**src/rtl/iterative_normalizer.sv**
```systemverilog
// -----------------------------------------------------------------------------
// iterative_normalizer
//   Left-shifts a word one bit per cycle until it is normalized and reports how
//   many shifts were applied. A downstream barrel shifter can then undo the
//   operation.
//
//   Normalized means:
//     unsigned: the MSB is set (leading-zero normalize)
//     signed  : the top two bits differ (leading-sign normalize)
//   An all-zero word exits on the first SHIFT cycle with out_zero set.
//
// Ports:
//   clk, rst     clock; asynchronous active-high reset
//   in_valid     in_data / in_signed are valid
//   in_ready     block can accept a word (IDLE only)
//   in_data      word to normalize
//   in_signed    0 = unsigned normalize, 1 = signed normalize
//   out_valid    result valid (DONE only)
//   out_ready    consumer accepts the result
//   out_data     normalized word
//   out_shift    number of left shifts applied
//   out_zero     input word was all zeros
//
// Parameters:
//   WIDTH >= 2; SHW must satisfy 2**SHW >= WIDTH so the count never wraps.
// -----------------------------------------------------------------------------
module iterative_normalizer #(
    parameter int WIDTH = 4,
    parameter int SHW   = 2
) (
    input  logic             clk,
    input  logic             rst,
    input  logic             in_valid,
    output logic             in_ready,
    input  logic [WIDTH-1:0] in_data,
    input  logic             in_signed,
    output logic             out_valid,
    input  logic             out_ready,
    output logic [WIDTH-1:0] out_data,
    output logic [SHW-1:0]   out_shift,
    output logic             out_zero
);

    typedef enum logic [1:0] {
        IDLE  = 2'd0,
        SHIFT = 2'd1,
        DONE  = 2'd2
    } state_t;

    state_t           state;
    logic [WIDTH-1:0] work;
    logic             sgn;
    logic [SHW-1:0]   cnt;

    logic normalized;
    logic work_zero;

    assign normalized = sgn ? (work[WIDTH-1] ^ work[WIDTH-2]) : work[WIDTH-1];
    assign work_zero  = (work == '0);

    // Handshake flags are registered alongside the state so they change
    // exactly with state transitions.
    always_ff @(posedge clk or posedge rst) begin
        if (rst) begin
            state     <= IDLE;
            work      <= '0;
            sgn       <= 1'b0;
            cnt       <= '0;
            in_ready  <= 1'b1;
            out_valid <= 1'b0;
            out_data  <= '0;
            out_shift <= '0;
            out_zero  <= 1'b0;
        end else begin
            case (state)
                IDLE: begin
                    if (in_valid) begin
                        work     <= in_data;
                        sgn      <= in_signed;
                        cnt      <= '0;
                        in_ready <= 1'b0;
                        state    <= SHIFT;
                    end
                end
                SHIFT: begin
                    if (normalized || work_zero) begin
                        out_data  <= work;
                        out_shift <= cnt;
                        out_zero  <= work_zero;
                        out_valid <= 1'b1;
                        state     <= DONE;
                    end else begin
                        // Nonzero words normalize within WIDTH-1 shifts, so
                        // cnt stays in range.
                        work <= {work[WIDTH-2:0], 1'b0};
                        cnt  <= cnt + 1'b1;
                    end
                end
                DONE: begin
                    // Results stay on out_* after the handoff.
                    if (out_ready) begin
                        out_valid <= 1'b0;
                        in_ready  <= 1'b1;
                        state     <= IDLE;
                    end
                end
                default: begin
                    out_valid <= 1'b0;
                    in_ready  <= 1'b1;
                    state     <= IDLE;
                end
            endcase
        end
    end

endmodule
```
**config.mk**
```make
export PLATFORM = sky130hd
export DESIGN_NAME = iterative_normalizer
export DESIGN_NICKNAME = d
export VERILOG_FILES = /design/src/rtl/iterative_normalizer.sv
export SDC_FILE = /design/constraint.sdc
export NUM_CORES = 1
export LEC_CHECK = 0
export CORE_UTILIZATION = 33
export CTS_CLUSTER_SIZE = 8
export DETAILED_ROUTE_END_ITERATION = 8
export SYNTH_ARGS = -nofsm -noshare
export SYNTH_HDL_FRONTEND = slang
export SYNTH_SLANG_ARGS = --single-unit
```
**constraint.sdc**
```tcl
create_clock -name clk -period 2.35 [get_ports clk]
set_input_delay 0.47 -clock clk [delete_from_list [all_inputs] [get_ports clk]]
set_output_delay 0.47 -clock clk [all_outputs]
set_load 0.03 [all_outputs]
```
**Yosys cells after proc, flatten, opt, wreduce, memory -nomap -nowiden**

Cells that the tools add are included.

- Flip-flop bits (word level): 18
- Bits in latches: 0
- Memory bits (writable): 0
- Memory bits (read-only): 0
- Input bits: 9
- Output and inout port bits: 9
- Word-level logic and storage cells: 46
- Memories: 0

- Add/subtract/negate cells: 1
- $mul: 0
- Divide/modulo/power cells: 0
- Order comparisons: 0
- Equality and inequality tests: 6
- Shift-type cells: 0
- Multiplexer cells: 17
- Bitwise operators: 3
- Reductions and logical operators: 10

Operators by type and width:

| cell | count |
|---|---|
| $reduce_and 3->1 | 4 |
| $mux 2 | 5 |
| $mux 4 | 2 |
| $ne 2x2->1 const B | 4 |
| $pmux 4 s2 | 1 |
| $pmux 1 s3 | 2 |
| $pmux 2 s3 | 1 |
| $mux 1 | 5 |
| $logic_not 4->1 | 1 |
| $pmux 2 s2 | 1 |
| $reduce_and 2->1 | 2 |
| $add 2x1->2 const B | 1 |
| $eq 2x1->1 const B | 1 |
| $eq 2x2->1 const B | 1 |
| $logic_not 2->1 | 1 |
| $not 1->1 | 2 |
| $reduce_bool 2->1 | 1 |
| $logic_or 1x1->1 | 1 |
| $xor 1x1->1 | 1 |

**Logic depth before layout (Yosys ltp)**

- Word-level depth: 5
- Gate-level depth with buffers: 5
- Depth with buffers taken out: 5

**Worst setup path before layout**

No wires, ideal clock.

- Path kind: register to register
- Start point: reg work[2]
- End point: reg cnt[1]
- Library setup time: 0.126 ns
- Arrival: 1.656 ns
- Setup slack: 0.567 ns
- Stages on the path, launching flop included: 6
- Buffers on the path: 0
- Path through: dfrtp_1 > inv_1 > ha_1 > mux2_4 > or3_4 > a311o_1

- Longest elaborated chain between the ends: 5
- Elaborated cells between the ends (all ways): 6
- Those cells by class: eq/ne: 1; mux: 1; bitwise: 1; reduce/logical: 3

RTL lines:

| element | line | source |
|---|---|---|
| from (decl) | 51 | `logic [WIDTH-1:0] work;` |
| from (signal assigned) | 78 | `work <= in_data;` |
| from (signal assigned) | 95 | `work <= {work[WIDTH-2:0], 1'b0};` |
| $xor 1x1->1 | 58 | `assign normalized = sgn ? (work[WIDTH-1] ^ work[WIDTH-2]) : work[WIDTH-1];` |
| $mux 1 | 58 |  |
| $logic_or 1x1->1 (*) | 86 | `if (normalized \|\| work_zero) begin` |
| $ne 2x2->1 (no source line) (*) | - |  |
| $reduce_and 3->1 (no source line) (*) | - |  |
| to (signal assigned) | 96 | `cnt <= cnt + 1'b1;` |
| to (decl) | 53 | `logic [SHW-1:0] cnt;` |

Every way passes the cells marked *; elsewhere a longest branch is shown, timed or not.
A chain may end at the register's enable or synchronous reset.

**Final worst setup path**

- Start point: reg in_ready
- End point: out in_ready

RTL lines:

| element | line | source |
|---|---|---|
| from (decl) | 34 | `output logic in_ready,` |
| from (signal assigned) | 69 | `in_ready <= 1'b1;` |
| from (signal assigned) | 81 | `in_ready <= 1'b0;` |
| from (signal assigned) | 103 | `in_ready <= 1'b1;` |

No word-level cell between the ends.

==> impl_metrics.py <==
metrics = {
    "placed_design": {
        "place_ws_ns": 0.404,
        "dp.cells": 110,
        "numPortBuffers": 17,
        "dp_hpwl_mm": 1.02,
        "postPlaceCellArea_um2": 1010,
        "gp_congestion": 0.754,
    },
    "finish": {
        "mostFrequentLayoutCells": "dfrtp_1, clkdlybuf4s50_1, nand2_1, mux2_2, nand2b_1",
        "final_util_pct": 46.7,
        "fillers": 212,
        "fin_area_um2": 1040,
        "final_cells": 114,
        "drive_gt1_share_pct": 23.3,
        "areaGrowthSynthToFinish_pct": 31.3,
        "layout.nets": 97,
        "antenna_cells": 0,
    },
    "detailed_routing": {
        "viasPerCell": 4.86,
        "final_antenna_net_count": 0,
        "dr.pass1.iters": 2,
        "vias": 554,
        "drt-total-wl_mm": 1.41,
        "drc": 0,
        "routedWlPerCell_um": 12.4,
        "drt_iter0_drc": 12,
    },
    "timing": {
        "max_freq_mhz": 512,
        "rsz0062_at_grt": "false",
        "finalSetupViolations": 0,
        "slew_violations": 0,
        "worst_slack_ns": 0.396,
        "clock_skew_ns": 0.00828,
        "tns_ns": 0,
        "worstMarginPinSlew_ns": 0.648,
        "relSlewSlack_pct": 56.8,
        "hold_viol": 0,
        "fin_crit_sh_pct": 83.1,
        "fin_crit_ns": 1.95,
    },
    "grt": {
        "busiest_layer": "met2",
        "overflow": 0,
        "grt_use_met2_pct": 19.1,
        "gr-usage-met3_pct": 4.46,
        "gr-usage-met1_pct": 18.2,
        "grt_use_total_pct": 13.3,
        "grt_max_degree": 19,
        "antenna_found_initial": 0,
        "grt_pass1_wl_mm": 2.50,
        "first_global_vias": 527,
    },
    "logic_synthesis": {
        "yosysUniqueCellTypes": 25,
        "synth_top_area_cell": "dfrtp_1",
        "syn_inst": 64,
        "syn_area_um2": 795,
        "yosysSeqAreaShare_pct": 56.9,
        "yosys.area.top_type_share_pct": 53.5,
        "yosysWarnings": 0,
        "syn_nets": 74,
        "synthTopCellsByArea": "dfrtp_1, mux2_2, nand2_1",
        "synth_area_per_cell_um2": 12.4,
        "ys_seq_elements": 18,
    },
    "pwr": {
        "cellPowerDensity_nw_per_um2": 1410,
        "switching_share_pct": 39.1,
        "p_switching_uw": 573,
        "p_int_uw": 894,
        "p_comb_share_pct": 49.0,
        "clkPwrFrac_pct": 12.9,
        "p_seq_share_pct": 38.1,
        "ir_worst_vdd_uv": 573,
        "p_leak_uw": 0.000459,
    },
    "floorplanning": {
        "die_area_um2": 2610,
        "io-pin-count": 18,
        "coreArea_um2": 2230,
        "start_util_pct": 35.6,
        "die_y_um": 51.1,
        "rows": 17,
        "die_width_um": 51.1,
    },
    "run_status": {
        "status": "completed",
    },
    "critical_path": {
        "max_stage_delay_ns": 0.66,
        "worst-path-stages": 1,
        "worstPathRequired_ns": 1.88,
        "critPathSlowestCell": "clkdlybuf4s50_1",
        "cp-end-kind": "output pin",
        "cp.arrival_ns": 1.48,
        "crit_buf_inv": 1,
        "ff2ff_path_depth": 5,
        "worstPathCellList": "clkdlybuf4s50_1",
        "worst-setup-path-type": "reg -> out",
        "crit_fanout": 2,
        "critPathLaunchType": "flop",
        "cp_top_family": "buffers and inverters",
    },
    "clocking": {
        "numCtsBuffers": 3,
        "cts_resized": 0,
        "cts_hold_buf": 0,
        "htree_levels": 1,
        "clk_path_buf_depth": 2,
        "clock_latency_ns": 0.29,
        "cts-root-buf": "clkbuf_4",
        "cts_tree": "built",
        "clkTransAtPathRegs_ns": 0.10,
        "cts_sinks": 18,
        "cts_setup_buffers": 0,
    },
    "hold_path": {
        "hold_path_class": "reg -> reg",
        "min_path_cells": 2,
    },
    "flow_run": {
        "cap_violations": 0,
    },
}
[cell type report]
| cell class | count | area [µm²] | share of cell area (%) |
|---|---|---|---|
| sequential | 18 | 452 | 43.3 |
| multi-input combinational | 42 | 328 | 31.4 |
| timing repair buffer | 18 | 178 | 17.0 |
| clock buffer | 4 | 36.3 | 3.48 |
| tap | 28 | 35.0 | 3.36 |
| inverter | 4 | 15.0 | 1.44 |
[layer usage]
| layer | vias up | share of wire [%] | wire [µm] |
|---|---|---|---|
| li1 | 272 | - | - |
| met1 | 272 | 50 | 702 |
| met2 | 8 | 46 | 647 |
| met3 | 2 | 3.1 | 43 |
| met4 | 0 | 0.99 | 14 |
| met5 | - | 0 | 0 |
[state kept, by name (all words and copies together), names as in the netlist]
signal	cells
out_shift	2
out_data	4
sgn	1
work	4
out_valid	1
state	2
out_zero	1
cnt	2
in_ready	1
[synthesized netlist by cell type]
cell,n
dfrtp_1,17
nor2_1,1
mux2_2,5
dfstp_2,1
nor4_1,1
o211ai_1,1
o221a_2,3
a21oi_1,1
o31ai_2,1
nand2_1,10
nor3b_1,2
or3b_2,1
inv_1,4
mux2_4,1
nor3b_2,1
or3_4,1
ha_1,1
o21ai_2,1
a22o_1,1
nor2b_1,1
o21ai_0,1
a32o_1,1
nand2b_1,5
mux2i_1,1
a311o_1,1
[worst register-to-register path, delay by kind of cell (launching register included)]
kind	cells	cell delay, ns
flops	1	0.40
fa+ha+maj	1	0.29
compound gates	1	0.39
buf+inv	1	0.06
mux	2	0.69
[metrics by stage]
| step | hold slack, ns | power (µW) |
|---|---|---|
| after global routing | 0.506 | 1580 |
| after floorplan | 0.408 | 1050 |
| after detailed placement | 0.457 | 1290 |
| final | 0.467 | 1470 |
| after CTS | 0.472 | 1480 |
| after global placement | 0.449 | 1280 |
[worst paths after layout]
path | slack [ns] | to | from
max | 0.40 | in_ready | in_ready
min | 0.47 | in_ready | in_ready
max reg2reg | 0.41 | out_data[0] | work[2]
max in group asynchronous | 1.38 | out_data[3] | rst
min in group asynchronous | 0.55 | out_valid | rst
min reg2reg | 0.47 | in_ready | in_ready
[power by group through the flow]
stage	clock network, µW	registers [µW]	logic (µW)
floorplan	0	675	372
global placement	0	566	717
detailed placement	0	569	723
CTS	195	560	729
global route	209	582	793
finish	189	559	719
[cell families (layout without fill, tap and decap cells)]
kind of cell / count (synthesis) / after routing / synth area share (%)
fa+ha+maj: 1 / 1 / 1.57
mux: 7 / 7 / 10.2
simple gates: 23 / 23 / 16.7
compound gates: 11 / 11 / 12.8
flops: 18 / 18 / 56.9
buf+inv: 4 / 26 / 1.89
(Power assumes the default switching activity.)
